==> config.mk <==
export PLATFORM = sky130hd
export DESIGN_NAME = display_mode_ctrl
export DESIGN_NICKNAME = d
export VERILOG_FILES = /design/src/rtl/vga_pkg.sv /design/src/rtl/sw_debounce.sv /design/src/rtl/display_mode_ctrl.sv
export SDC_FILE = /design/constraint.sdc
export NUM_CORES = 1
export LEC_CHECK = 0
export BUFFER_PORTS_ARGS = -buffer_cell sky130_fd_sc_hd__buf_4
export CORE_MARGIN = 1.5
export CORE_UTILIZATION = 61
export DETAILED_ROUTE_END_ITERATION = 12
export PLACE_DENSITY = 0.8
export SLEW_MARGIN = 5
export SYNTH_ARGS = -nofsm -noshare
export SYNTH_HDL_FRONTEND = slang
export SYNTH_SLANG_ARGS = --single-unit
export TNS_END_PERCENT = 50
==> constraint.sdc <==
create_clock -name clk -period 2.15 [get_ports clk]
set_input_delay 0.3225 -clock clk [delete_from_list [all_inputs] [get_ports clk]]
set_output_delay 0.3225 -clock clk [all_outputs]
set_load 0.02 [all_outputs]
==> src/rtl/vga_pkg.sv <==
// Shared VGA pipeline types and constants: display modes, controller states,
// switch indices and the small decode helpers used by display_mode_ctrl.
package vga_pkg;

    localparam int H_ACTIVE = 640;
    localparam int V_ACTIVE = 480;

    typedef enum logic [2:0] {
        MODE_BLACK    = 3'd0,
        MODE_GRADIENT = 3'd1,
        MODE_BLUE     = 3'd2,
        MODE_GREEN    = 3'd3,
        MODE_RED      = 3'd4,
        MODE_WHITE    = 3'd5
    } mode_t;

    typedef enum logic {MANUAL, DEMO} ctrl_state_t;

    // Colour switches sit in ascending priority so the highest set bit wins.
    localparam int NUM_SW      = 7;
    localparam int SW_GRADIENT = 0;
    localparam int SW_BLUE     = 1;
    localparam int SW_GREEN    = 2;
    localparam int SW_RED      = 3;
    localparam int SW_WHITE    = 4;
    localparam int SW_BOX      = 5;
    localparam int SW_DEMO     = 6;

    typedef struct packed {
        logic gradient;
        logic red;
        logic green;
        logic blue;
        logic white;
    } colour_t;

    function automatic mode_t manual_mode(input logic [4:0] sw);
        if (sw[SW_WHITE])         return MODE_WHITE;
        else if (sw[SW_RED])      return MODE_RED;
        else if (sw[SW_GREEN])    return MODE_GREEN;
        else if (sw[SW_BLUE])     return MODE_BLUE;
        else if (sw[SW_GRADIENT]) return MODE_GRADIENT;
        else                      return MODE_BLACK;
    endfunction

    function automatic mode_t demo_next(input mode_t m);
        case (m)
            MODE_GRADIENT: return MODE_RED;
            MODE_RED:      return MODE_GREEN;
            MODE_GREEN:    return MODE_BLUE;
            MODE_BLUE:     return MODE_WHITE;
            default:       return MODE_GRADIENT;
        endcase
    endfunction

    function automatic colour_t decode(input mode_t m);
        colour_t c;
        c          = '0;
        c.gradient = (m == MODE_GRADIENT);
        c.red      = (m == MODE_RED);
        c.green    = (m == MODE_GREEN);
        c.blue     = (m == MODE_BLUE);
        c.white    = (m == MODE_WHITE);
        return c;
    endfunction

endpackage

==> src/rtl/sw_debounce.sv <==
// Two-flop synchroniser followed by a run-length debouncer: a new level is
// accepted only after DEBOUNCE_CYCLES consecutive disagreeing samples.
module sw_debounce #(
    parameter int DEBOUNCE_CYCLES = 250000
) (
    input  logic clk,
    input  logic rst_n,
    input  logic raw,
    output logic stable
);

    localparam int CW = $clog2(DEBOUNCE_CYCLES + 1);

    logic [1:0]    sync;
    logic [CW-1:0] cnt;

    always_ff @(posedge clk or negedge rst_n) begin
        if (!rst_n) begin
            sync   <= '0;
            stable <= 1'b0;
            cnt    <= '0;
        end else begin
            sync <= {sync[0], raw};
            if (sync[1] == stable) begin
                cnt <= '0;
            end else if (cnt == CW'(DEBOUNCE_CYCLES - 1)) begin
                stable <= sync[1];
                cnt    <= '0;
            end else begin
                cnt <= cnt + CW'(1);
            end
        end
    end

endmodule

==> src/rtl/display_mode_ctrl.sv <==
// Frame-synchronous MANUAL/DEMO mode controller; every mode and box change
// commits on the frame_tick edge so a frame is never split across modes.
module display_mode_ctrl
    import vga_pkg::*;
#(
    parameter int DEBOUNCE_CYCLES = 250000,
    parameter int DEMO_FRAMES     = 120,
    parameter int V_ACTIVE        = vga_pkg::V_ACTIVE
) (
    input  logic       clk,
    input  logic       rst_n,
    input  logic       sw_gradient,
    input  logic       sw_red,
    input  logic       sw_green,
    input  logic       sw_blue,
    input  logic       sw_white,
    input  logic       sw_box,
    input  logic       sw_demo,
    input  logic [9:0] xcounter,
    input  logic [9:0] ycounter,
    output logic       gradient,
    output logic       red,
    output logic       green,
    output logic       blue,
    output logic       white,
    output logic       box_enable,
    output logic [2:0] mode,
    output logic       demo_active,
    output logic       frame_tick,
    output logic       mode_changed
);

    localparam int DCW = (DEMO_FRAMES > 1) ? $clog2(DEMO_FRAMES) : 1;

    logic [NUM_SW-1:0] raw, db;
    assign raw = {sw_demo, sw_box, sw_white, sw_red, sw_green, sw_blue, sw_gradient};

    for (genvar i = 0; i < NUM_SW; i++) begin : g_db
        sw_debounce #(.DEBOUNCE_CYCLES(DEBOUNCE_CYCLES)) u_db (
            .clk    (clk),
            .rst_n  (rst_n),
            .raw    (raw[i]),
            .stable (db[i])
        );
    end

    ctrl_state_t    state_q, state_d;
    mode_t          mode_q, mode_d, man_mode;
    logic           box_d, changed_d, tick_d;
    logic [DCW-1:0] dcnt_q, dcnt_d;
    colour_t        col_q;

    assign man_mode = manual_mode(db[4:0]);
    assign tick_d   = (xcounter == 10'd0) && (ycounter == 10'(V_ACTIVE));

    always_comb begin
        state_d = state_q;
        mode_d  = mode_q;
        box_d   = box_enable;
        dcnt_d  = dcnt_q;
        if (frame_tick) begin
            case (state_q)
                MANUAL: begin
                    if (db[SW_DEMO]) begin
                        state_d = DEMO;
                        mode_d  = MODE_GRADIENT;
                        dcnt_d  = '0;
                        box_d   = 1'b1;
                    end else begin
                        mode_d = man_mode;
                        box_d  = db[SW_BOX];
                    end
                end
                default: begin
                    if (!db[SW_DEMO]) begin
                        state_d = MANUAL;
                        mode_d  = man_mode;
                        box_d   = db[SW_BOX];
                    end else begin
                        box_d = 1'b1;
                        if (dcnt_q == DCW'(DEMO_FRAMES - 1)) begin
                            mode_d = demo_next(mode_q);
                            dcnt_d = '0;
                        end else begin
                            dcnt_d = dcnt_q + DCW'(1);
                        end
                    end
                end
            endcase
        end
        changed_d = frame_tick && ((mode_d != mode_q) || (box_d != box_enable));
    end

    always_ff @(posedge clk or negedge rst_n) begin
        if (!rst_n) begin
            state_q      <= MANUAL;
            mode_q       <= MODE_BLACK;
            box_enable   <= 1'b0;
            dcnt_q       <= '0;
            col_q        <= '0;
            frame_tick   <= 1'b0;
            mode_changed <= 1'b0;
        end else begin
            state_q      <= state_d;
            mode_q       <= mode_d;
            box_enable   <= box_d;
            dcnt_q       <= dcnt_d;
            col_q        <= decode(mode_d);
            frame_tick   <= tick_d;
            mode_changed <= changed_d;
        end
    end

    assign mode        = mode_q;
    assign demo_active = (state_q == DEMO);
    assign gradient    = col_q.gradient;
    assign red         = col_q.red;
    assign green       = col_q.green;
    assign blue        = col_q.blue;
    assign white       = col_q.white;

endmodule

==> results.cfg <==
[run_status]
status = complete, no violations

[yosys]
syn-num-nets = 810
syn_area_per_cell_um2 = 10.2
netlist_area_um2 = 7870
ys_seq_area_frac = 0.528
synth_edf_count = 0
syn_inst = 773
yosys.cell_types.count = 51
synthFlopType = dfrtp_1
asyncSetResetFlopFracSynth = 1.00
yosys_warnings = 0
synth_seq_cells = 166

[die]
fp-row-count = 41
io_pins = 41
die_h_um = 117
core_um2 = 12600
initial_core_util = 0.623
dieArea_um2 = 13600
die_w_um = 117

[grt]
grt_max_degree = 61
grt_pass1_vias = 5734
antenna_found_initial = 0
grt_remaining_overflow = 0
grt_use_total = 0.248
grt_pass1_wl_um = 26300

[routing]
ant_nets = 0
num_vias = 5672
drc = 0
via_per_inst = 5.58
drtIter0Drc = 458
drtPass1Iterations = 5
wirelength_um = 15600
wire_per_inst_um = 15.3

[placed_design]
numPortBuffers = 40
hpwl_um = 10300
gp_congestion = 0.849
place_ws_ns = 0.302

[cts]
htreeDepth = 4
post_cts_buffers = 0
cts_buffer_depth = 2
clock-root-buffer = clkbuf_16
path_clk_slew_ns = 0.06
cts_resized = 0
cts_tree = done
cts.sinks = 166
clk_latency_ns = 0.43
hold_buffers = 7
cts_buffers = 17

[timing]
min_period_ns = 1.93
worst_pin_slew_ns = 0.540
setup_viol = 0
setup_slack_ns = 0.218
skew_ns = 0.00631
drv_slew = 0
relSlewSlack = 0.639
fin_tns_setup_ns = 0
period_share = 0.899
fin_hold_ws_ns = 0.0293
fmax_mhz = 518
rsz0062_at_grt = no
hold_viol_final = 0

[setup_path]
endpoint_kind = flip-flop
max_stage_delay_ns = 0.45
slowest_stage = a221o_2
cp_data_required_time_ns = 2.51
crit_buf_inv = 0
critPathMaxFanout = 7
start_kind = flip-flop
critPathArrivalTime_ns = 2.29
worst-setup-path-type = reg2reg
worst_path_dominant_cell_family = compound AO/OA/AOI/OAI gates
worstPathCellList = ha_1 > nand4b_4 > a2bb2oi_2 > a221o_2 > nand2b_1 > nor2_1

[final_layout]
area_growth_pct = 15.3
diodes = 0
multi_input_area_um2 = 3490
final_cell_mix = nor2_1, dfrtp_1, xor2_1, nand2_1, buf_4
nets = 869
register_area_um2 = 4150
fillers = 891
drive_gt1_frac = 0.128

[power]
p_sw_mw = 1.44
p_leak_nw = 3.97
ir_drop_uv = 569
p_per_area_nw_per_um2 = 746
pwr-share-clk = 0.492
seq_power_share = 0.474
internal_power_mw = 5.33
p_sw_frac = 0.212
comb_power_share = 0.034

[hold_path]
worstHoldPathType = in2reg

[run]
cap_viol_max_count = 0
## cells in the mapped netlist, drive strengths merged (2+ instances only)
library cell	instances	area share
dfrtp	166	0.53
nor2	166	0.079
xor2	80	0.089
nand2	68	0.032
nand3	45	0.029
xnor2	41	0.046
nand4	28	0.022
buf	19	0.018
inv	14	0.0067
nor4	14	0.013
and3	12	0.0095
nor3	12	0.0083
nand2b	9	0.0072
nor4b	9	0.013
o21ai	9	0.0057
and4	8	0.0089
ha	8	0.013
a21oi	7	0.0049
mux2	7	0.010
nor2b	6	0.0048
nand4b	5	0.0075
and2	4	0.0032
nand3b	4	0.0038
or2	4	0.0032
a31oi	3	0.0024
or3	3	0.0024
a2111oi	2	0.0038
clkbuf	2	0.0035
nor4bb	2	0.0025
o21bai	2	0.0019
## final cells by class
cell class / count / share of cell area
sequential: 166 / 0.458
clock buffer: 17 / 0.0469
tap: 172 / 0.0237
clock inverter: 15 / 0.0251
multi-input combinational: 572 / 0.385
inverter: 14 / 0.00579
timing repair buffer: 61 / 0.0556
## registers in the layout, indices dropped and copies added (netlist names)
signal and cells:
box_enable 1, mode 3, g_db.u_db.cnt 126, blue 1
g_db.u_db.sync 14, gradient 1, red 1, green 1
mode_changed 1, g_db.u_db.stable 7, white 1, frame_tick 1
demo_active 1, dcnt_q 7
## through the flow
step	instances	util	cell area (um2)	total power, mW
finish	1017	0.719	9070	6.77
global route	1017	0.719	9070	6.99
CTS	1017	0.719	9070	6.81
detailed placement	978	0.661	8350	3.49
global placement	978	0.661	8350	3.47
floorplan	773	-	7870	3.35
## worst register-to-register path: stages (launching register included)
cell and delay, ns:
dfrtp_1 0.41, ha_1 0.30, nand4b_4 0.19, a2bb2oi_2 0.23, a221o_2 0.45, nand2b_1 0.18, nor2_1 0.11
## cells by family (layout without fill, tap and decap cells)
family / count (synthesis) / after routing / synth area share
xor gates and xnor gates: 121 / 121 / 0.135
muxes: 7 / 7 / 0.0100
AOI/OAI and AO/OA: 34 / 34 / 0.0321
DFF: 166 / 166 / 0.528
adders and majority gates: 8 / 8 / 0.0127
and+or+nand+nor: 402 / 402 / 0.254
buffers and inverters: 35 / 107 / 0.0282
## final timing paths
kind                                           start              endpoint  slack [ns]  depth (start not counted)
worst max-delay path                       dcnt_q[0]              gradient        0.22                          6
worst min register to register  g_db[2].u_db.sync[0]  g_db[2].u_db.sync[1]        0.35                          0
worst max register to register             dcnt_q[0]              gradient        0.22                          6
max in group asynchronous                      rst_n   g_db[2].u_db.cnt[4]        1.06                          3
min in group asynchronous                      rst_n   g_db[3].u_db.cnt[9]        0.40                          2
worst min-delay path                          sw_box  g_db[5].u_db.sync[0]        0.03                          1
## power by group through the flow
| stage | clock, mW | sequential, mW | combinational, mW |
|---|---|---|---|
| global route | 3.51 | 3.21 | 0.270 |
| finish | 3.33 | 3.21 | 0.231 |
| detailed placement | 0 | 3.26 | 0.224 |
| CTS | 3.36 | 3.20 | 0.238 |
| floorplan | 0 | 3.25 | 0.0997 |
| global placement | 0 | 3.26 | 0.214 |
## routing by layer
metal	wire length, um	track usage	part of all wire	vias to the layer above
met4	280	0.0859	0.018	0
met3	640	0.0628	0.041	29
met2	8050	0.428	0.52	146
met1	6580	0.306	0.42	2764
met5	0	0	0	-
li1	-	-	-	2733
Note: power is estimated with default switching activity, not from simulation.
